==> src/rtl/ext_aw_arbiter_ipa.sv <==
// Round-robin arbiter that shares one AXI AW channel between N_MST requesters.
// It keeps an in-order W-route FIFO and prepends the requester index to the outgoing ID.
module ext_aw_arbiter_ipa #(
    parameter int N_MST      = 4,
    parameter int ID_WIDTH   = 4,
    parameter int ADDR_WIDTH = 32,
    parameter int USER_WIDTH = 6,
    parameter int WQ_DEPTH   = 4,
    parameter int IW         = $clog2(N_MST),
    parameter int PW         = 29 + ADDR_WIDTH + USER_WIDTH
) (
    input  logic                      clk_i,
    input  logic                      rst_i,
    input  logic [N_MST-1:0]          slave_valid_i,
    input  logic [N_MST*PW-1:0]       slave_payload_i,
    input  logic [N_MST*ID_WIDTH-1:0] slave_id_i,
    output logic [N_MST-1:0]          slave_ready_o,
    output logic                      master_valid_o,
    output logic [PW-1:0]             master_payload_o,
    output logic [IW+ID_WIDTH-1:0]    master_id_o,
    input  logic                      master_ready_i,
    output logic [IW-1:0]             w_sel_o,
    output logic                      w_sel_valid_o,
    input  logic                      w_last_done_i,
    output logic                      w_pop_err_o
);
    localparam int QW = $clog2(WQ_DEPTH);
    localparam int CW = QW + 1;

    typedef enum logic {
        ST_IDLE   = 1'b0,
        ST_LOCKED = 1'b1
    } state_t;

    state_t              r_state;
    logic [IW-1:0]       r_grant;
    logic [IW-1:0]       r_rr_ptr;
    logic [IW-1:0]       r_fifo [WQ_DEPTH];
    logic [QW-1:0]       r_wr_ptr;
    logic [QW-1:0]       r_rd_ptr;
    logic [CW-1:0]       r_count;

    logic                w_any;
    logic [IW-1:0]       w_winner;
    logic [IW-1:0]       w_cand;
    logic                w_push;
    logic                w_pop;
    logic                w_empty;
    logic                w_space;

    function automatic logic [IW-1:0] f_next_idx(input logic [IW-1:0] idx);
        if (idx == IW'(N_MST - 1)) begin
            return '0;
        end else begin
            return idx + IW'(1);
        end
    endfunction

    assign w_empty = (r_count == CW'(0));
    assign w_space = (r_count < CW'(WQ_DEPTH));
    assign w_push  = (r_state == ST_LOCKED) && master_ready_i;
    assign w_pop   = w_last_done_i && !w_empty;

    // Cyclic search for the first valid requester at or after the round-robin pointer.
    always_comb begin
        w_any    = 1'b0;
        w_winner = '0;
        w_cand   = '0;
        for (int i = 0; i < N_MST; i++) begin
            w_cand = IW'((int'(r_rr_ptr) + i) % N_MST);
            if (!w_any && slave_valid_i[w_cand]) begin
                w_any    = 1'b1;
                w_winner = w_cand;
            end else begin
                w_any    = w_any;
            end
        end
    end

    // Arbitration FSM: the grant is held from selection until the AW handshake.
    always_ff @(posedge clk_i) begin
        if (rst_i) begin
            r_state  <= ST_IDLE;
            r_grant  <= '0;
            r_rr_ptr <= '0;
        end else begin
            case (r_state)
                ST_IDLE: begin
                    if (w_any && w_space) begin
                        r_grant <= w_winner;
                        r_state <= ST_LOCKED;
                    end
                end
                ST_LOCKED: begin
                    if (master_ready_i) begin
                        r_rr_ptr <= f_next_idx(r_grant);
                        r_state  <= ST_IDLE;
                    end
                end
                default: r_state <= ST_IDLE;
            endcase
        end
    end

    // W-route FIFO; at most one grant is in flight, so a push cannot overflow.
    always_ff @(posedge clk_i) begin
        if (rst_i) begin
            r_wr_ptr <= '0;
            r_rd_ptr <= '0;
            r_count  <= '0;
        end else begin
            if (w_push) begin
                r_fifo[r_wr_ptr] <= r_grant;
                r_wr_ptr         <= r_wr_ptr + QW'(1);
            end
            if (w_pop) begin
                r_rd_ptr <= r_rd_ptr + QW'(1);
            end
            case ({w_push, w_pop})
                2'b10:   r_count <= r_count + CW'(1);
                2'b01:   r_count <= r_count - CW'(1);
                default: r_count <= r_count;
            endcase
        end
    end

    // Only the locked requester sees AWREADY.
    always_comb begin
        slave_ready_o = '0;
        if (r_state == ST_LOCKED) begin
            slave_ready_o[r_grant] = master_ready_i;
        end else begin
            slave_ready_o = '0;
        end
    end

    assign master_valid_o   = (r_state == ST_LOCKED);
    assign master_payload_o = slave_payload_i[int'(r_grant)*PW +: PW];
    assign master_id_o      = {r_grant, slave_id_i[int'(r_grant)*ID_WIDTH +: ID_WIDTH]};
    assign w_sel_o          = w_empty ? '0 : r_fifo[r_rd_ptr];
    assign w_sel_valid_o    = !w_empty;
    assign w_pop_err_o      = w_last_done_i && w_empty;

endmodule

==> config.mk <==
export PLATFORM = sky130hd
export DESIGN_NAME = ext_aw_arbiter_ipa
export DESIGN_NICKNAME = d
export VERILOG_FILES = /design/src/rtl/ext_aw_arbiter_ipa.sv
export SDC_FILE = /design/constraint.sdc
export NUM_CORES = 1
export LEC_CHECK = 0
export BUFFER_PORTS_ARGS = -buffer_cell sky130_fd_sc_hd__buf_2
export CAP_MARGIN = 10
export CORE_AREA = 4 4 144 146
export DETAILED_ROUTE_END_ITERATION = 7
export DIE_AREA = 0 0 148 150
export HOLD_SLACK_MARGIN = 0.08
export PLACE_DENSITY_LB_ADDON = 0.12
export SLEW_MARGIN = 20
export SYNTH_ARGS = -nofsm -noshare
export SYNTH_HDL_FRONTEND = slang
export SYNTH_SLANG_ARGS = --single-unit
==> constraint.sdc <==
create_clock -name clk_i -period 2.9 [get_ports clk_i]
set_clock_uncertainty 0.1 [all_clocks]
set_input_delay 0.145 -clock clk_i [delete_from_list [all_inputs] [get_ports clk_i]]
set_output_delay 0.145 -clock clk_i [all_outputs]
set_load 0.005 [all_outputs]
==> results of run 1 <==
-- critical path: cells and delay by family (launching register included) --
family,cells,cell delay (ns)
and+or+nand+nor,3,0.85
adders and majority gates,2,0.55
DFF,1,0.37
xor gates and xnor gates,1,0.16
AOI/OAI and AO/OA,1,0.14
buffers and inverters,1,0.07
-- Yosys cell counts, types with 4 or more instances --
library cell,count,area (um2)
a21oi_1,7,35.0
and3_1,4,25.0
buf_2,6,30.0
buf_6,7,78.8
dfxtp_1,14,280
edfxtp_1,8,240
ha_1,9,113
inv_1,8,30.0
mux4_2,73,1640
nand2_1,4,15.0
nor2_1,13,48.8
nor3b_1,4,30.0
-- layout by cell type (no fill, tap or decap), drive strengths merged, types with 2 or more instances in the layout --
| master | n |
|---|---|
| buf | 378 |
| mux4 | 73 |
| dfxtp | 14 |
| nor2 | 13 |
| ha | 9 |
| inv | 8 |
| edfxtp | 8 |
| a21oi | 7 |
| diode | 5 |
| nand2 | 4 |
| and3 | 4 |
| nor3b | 4 |
| xor2 | 3 |
| nand2b | 3 |
| nand3 | 3 |
| clkbuf | 3 |
| and2 | 3 |
| nor2b | 2 |
| nor3 | 2 |
| nand3b | 2 |
| o41ai | 2 |
| or3 | 2 |
| xnor2 | 2 |
-- how the worst max path moves through the flow --
stage,end,slack (ns),cells after the start
6_report,r_count[2],0.60,8
5_1_grt,r_count[2],0.47,8
4_1_cts,r_count[2],0.58,8
3_5_place_dp,r_count[2],0.59,8
3_3_place_gp,r_count[2],0.66,8
2_1_floorplan,r_count[2],0.76,8
-- report_power, final --
| part | switching [mW] | total, mW | internal, mW |
|---|---|---|---|
| sequential | 0.0609 | 0.425 | 0.364 |
| clock | 0.113 | 0.387 | 0.274 |
| combinational | 0.459 | 1.11 | 0.654 |
-- cells by family after synthesis --
kind of cell	Yosys count	synth area share
AOI/OAI and AO/OA	12	0.0260
DFF	22	0.184
xor gates and xnor gates	5	0.0181
adders and majority gates	10	0.0468
buffers and inverters	28	0.0623
muxes	73	0.580
and+or+nand+nor	43	0.0830
-- metal layers --
metal	track usage	share of wire	up-vias
met4	0.0374	0.015	12
li1	-	-	1549
met2	0.258	0.52	190
met5	0	0.0056	-
met3	0.0445	0.10	26
met1	0.163	0.36	1696
-- layout make-up --
type | count | area, um2 | area share
Antenna cell | 5 | 12.5 | 0.00246
Sequential cell | 22 | 528 | 0.104
Tap cell | 265 | 332 | 0.0652
Multi-Input combinational cell | 143 | 2140 | 0.420
Clock inverter | 1 | 30.0 | 0.00590
Clock buffer | 3 | 75.1 | 0.0148
Inverter | 8 | 30.0 | 0.00590
Timing Repair Buffer | 378 | 1940 | 0.382
-- per-stage QoR --
step	hold slack (ns)	setup WS [ns]	instances	util
CTS	0.118	0.578	820	0.262
finish	0.114	0.597	825	0.262
floorplan	0.205	0.761	193	-
detailed placement	0.388	0.591	816	0.256
global route	0.130	0.466	825	0.262
global placement	0.384	0.658	816	0.256
-- flip-flops by register name, indices dropped and copies added, names as in the netlist, named ones only --
| name | count |
|---|---|
| master_valid_o | 1 |
| r_rd_ptr | 2 |
| r_grant | 2 |
| r_wr_ptr | 2 |
| r_rr_ptr | 2 |
| r_fifo | 8 |
| r_count | 3 |
==> results.toml, run 1 <==
[detailed_routing]
ant_nets = 0
post-route-drc-count = 0
viasPerCell = 4.21
drt-wirelength-per-cell_um = 20.7
drt_iter0_drc = 64
num_vias = 3473
wl_mm = 17.1
first_pass_iters = 4

[critical_path]
required_ns = 2.99
r2r_setup_slack_ns = 0.60
cp.arrival_ns = 2.39
cp-startpoint = "r_count[2]"
cp_max_fo = 6
slowest_stage = "or3_2"
reg2reg_from = "r_count[2]"
crit_path_end_kind = "flop"
crit_type = "flop to flop"
r2r_cells = 8
r2r_end = "r_count[2]"
crit_chain = "or3_1 -> and2_4 -> ha_1 -> inv_1 -> fa_1 -> xor2_1 -> or3_2 -> a21oi_1"
cpPeakStageDelay_ns = 0.40
crit_path_start_kind = "flop"

[grt]
grt-ovfl-total = 0
grt_first_pass_wirelength_mm = 23.8
grt_max_degree = 35
antenna_found_initial = 14
grt_pass1_vias = 3825
gr-usage-all-layers = 0.142

[synth]
synthFlopType = "dfxtp_1"
postSynthCellCount = 193
yosysWarningCount = 0
synth_async_sr_flop_share = 0
synth_area_per_cell_um2 = 14.7
syn-cell-area_mm2 = 0.00283
syn-num-nets = 495
synth-seq-cells = 22
yosysUniqueCellTypes = 33
synth_edf_count = 8
ys_seq_area_frac = 0.184

[clock_tree]
cts_resized = 0
clk_pin_slew_ns = 0.06
clkSinkCount = 22
cts_tree = "done"
clkLatencyLatePin_ns = 0.25
ctsLongestPathBuffers = 2
postCtsHoldBufs = 0
cts_setup_buffers = 0
htreeDepth = 1
ctsRootBufferMaster = "clkbuf_16"
cts_buffers = 3

[placement]
post_dp_cell_area_mm2 = 0.00497
gp_congestion = 0.913
port_buffers = 373
hpwlAfterDp_mm = 15.4

[die]
die_height_um = 150
rows = 51
die_x_um = 148
coreArea_mm2 = 0.0194
pin_count = 374
die_area_mm2 = 0.0222
start_util = 0.146

[job]
maxCapViolCount = 0

[power]
finalPower_mw = 1.92
peakVddDrop_mv = 0.324
pwr_density_cell_mw_per_mm2 = 378
power.leakage_nw = 2.36

[final_layout]
final_area_mm2 = 0.00509
n_fill_cell = 2202
layout-drive-gt1-share = 0.834
syn2layout_area_growth_pct = 79.5
nNetsFinal = 858

[sta]
max_slew_margin = 0.740
worst_slew_pin_slew_ns = 0.390
setup_tns_ns = 0
timing.final.hold_violations = 0
max_freq_ghz = 0.434
rsz0062_at_grt = "false"
finalSetupViolations = 0
timing.final.crit_share = 0.794
min_period_ns = 2.30
final_max_slew_viol_count = 0

[min_path]
worstHoldPathType = "input pin to flop"
holdPathStages = 3
hold_path_end = "r_wr_ptr[1]"
hp-start = "master_ready_i"

[status]
status = "completed"
(Power assumes the default switching activity.)
==> run 2, diff against run 1 <==
==> constraint.sdc (replaced) <==
create_clock -name clk_i -period 2.4 [get_ports clk_i]
set_clock_uncertainty 0.1 [all_clocks]
set_input_delay 0.12 -clock clk_i [delete_from_list [all_inputs] [get_ports clk_i]]
set_output_delay 0.12 -clock clk_i [all_outputs]
set_load 0.005 [all_outputs]
==> results.toml, run 2 (synthesized netlist as in run 1, its figures left out) <==
[final_layout]
final_common_cell = "buf_2"
largest_reg_flops = 8
final_area_mm2 = 0.00511
reg_top3 = "r_fifo (8), r_count (3)"
postLayoutCoreUtil = 0.263
layout-drive-gt1-share = 0.835
nNetsFinal = 860
top_register = "r_fifo"
final_cell_mix = "buf_2 (373), mux4_2 (73), nor2_1 (13)"
syn2layout_area_growth_pct = 80.4

[sta]
finalSetupViolations = 0
max_slew_margin = 0.762
worst_slack_ns = 0.271
timing.final.hold_violations = 0
worst_slew_pin_slew_ns = 0.358
min_period_ns = 2.13
final_max_slew_viol_count = 0
timing.final.crit_share = 0.887
rsz0062_at_grt = "false"
setup_tns_ns = 0
max_freq_ghz = 0.470

[clock_tree]
cts_resized = 0
htreeDepth = 1
clk_pin_slew_ns = 0.06
cts_tree = "done"
clkSinkCount = 22
postCtsHoldBufs = 0
cts_setup_buffers = 0
ctsRootBufferMaster = "clkbuf_16"
clkLatencyLatePin_ns = 0.25
ctsLongestPathBuffers = 2
cts_buffers = 3

[critical_path]
reg2reg_from = "r_count[0]"
crit_path_end_kind = "flop"
crit_path_start_kind = "flop"
cp-startpoint = "r_count[0]"
r2r_cells = 8
cpPeakStageDelay_ns = 0.40
crit_chain = "or3_1 -> and2_4 -> ha_1 -> inv_1 -> fa_1 -> xor2_1 -> or3_2 -> a21oi_1"
r2r_end = "r_count[2]"
setup.worst_path.end = "r_count[2]"
cp.arrival_ns = 2.22
slowest_stage = "or3_2"
crit_type = "flop to flop"
r2r_setup_slack_ns = 0.27
required_ns = 2.49
cp_max_fo = 3

[power]
peakVddDrop_mv = 0.370
power.leakage_nw = 2.37
finalPower_mw = 2.34
pwr_density_cell_mw_per_mm2 = 459

[detailed_routing]
ant_nets = 0
num_vias = 3502
drt-wirelength-per-cell_um = 20.7
viasPerCell = 4.24
first_pass_iters = 4
drt_iter0_drc = 92
post-route-drc-count = 0
wl_mm = 17.1

[min_path]
worstHoldPathType = "input pin to flop"
holdPathStages = 3

[placement]
gp_congestion = 0.899
post_dp_cell_area_mm2 = 0.00500
hpwlAfterDp_mm = 15.5
place_ws_ns = 0.285
port_buffers = 373

[die]
die_height_um = 150
pin_count = 374
coreArea_mm2 = 0.0194
start_util = 0.146
die_area_mm2 = 0.0222
rows = 51
die_x_um = 148

[status]
status = "completed"

[grt]
grt_first_pass_wirelength_mm = 24.4
grt_max_degree = 35
grt_pass1_vias = 3878
grt-ovfl-total = 0
gr-usage-all-layers = 0.146
antenna_found_initial = 13

[job]
maxCapViolCount = 0
## run 2: changes by cell type in the layout (fill, tap and decap cells not counted), sizes merged
cell   delta
buf       +2
diode     -1
## run 2: per-layer routing
layer,routed length (um),vias to the layer above,GRT usage
li1,-,1551,-
met1,6130,1707,0.162
met2,8690,202,0.267
met3,1800,30,0.0518
met4,381,12,0.0323
met5,81,-,0
## run 2: final cells by class
class	instances	area, um2
antenna	4	10.0
clock buffer	3	75.1
clock inverter	1	30.0
fill	2172	14300
inverter	8	30.0
multi-input combinational	143	2140
sequential	22	528
tap	265	332
timing repair buffer	380	1970
## run 2: stage by stage
stage,cells,hold WS (ns)
2_1_floorplan,193,0.180
3_3_place_gp,818,0.362
3_5_place_dp,818,0.358
4_1_cts,822,0.0862
5_1_grt,826,0.109
6_report,826,0.0910
## run 2: worst min-delay path by stage
stage	from	to	slack (ns)
after detailed placement	master_ready_i	r_rr_ptr[1]	0.36
after global placement	master_ready_i	r_wr_ptr[1]	0.36
after CTS	master_ready_i	r_rr_ptr[1]	0.09
final	master_ready_i	r_rr_ptr[1]	0.09
after floorplan	master_ready_i	r_wr_ptr[1]	0.18
after global routing	master_ready_i	r_rr_ptr[1]	0.11
## run 2: power breakdown
part	switching, mW	internal (mW)
combinational	0.563	0.811
sequential	0.0644	0.439
clock	0.135	0.331
## run 2: worst max-delay path: cells and delay by family (launching register included)
kind                       cells  cell delay (ns)
buffers and inverters          1             0.06
xor gates and xnor gates       1             0.16
and+or+nand+nor                3             0.70
AOI/OAI and AO/OA              1             0.14
adders and majority gates      2             0.55
DFF                            1             0.36
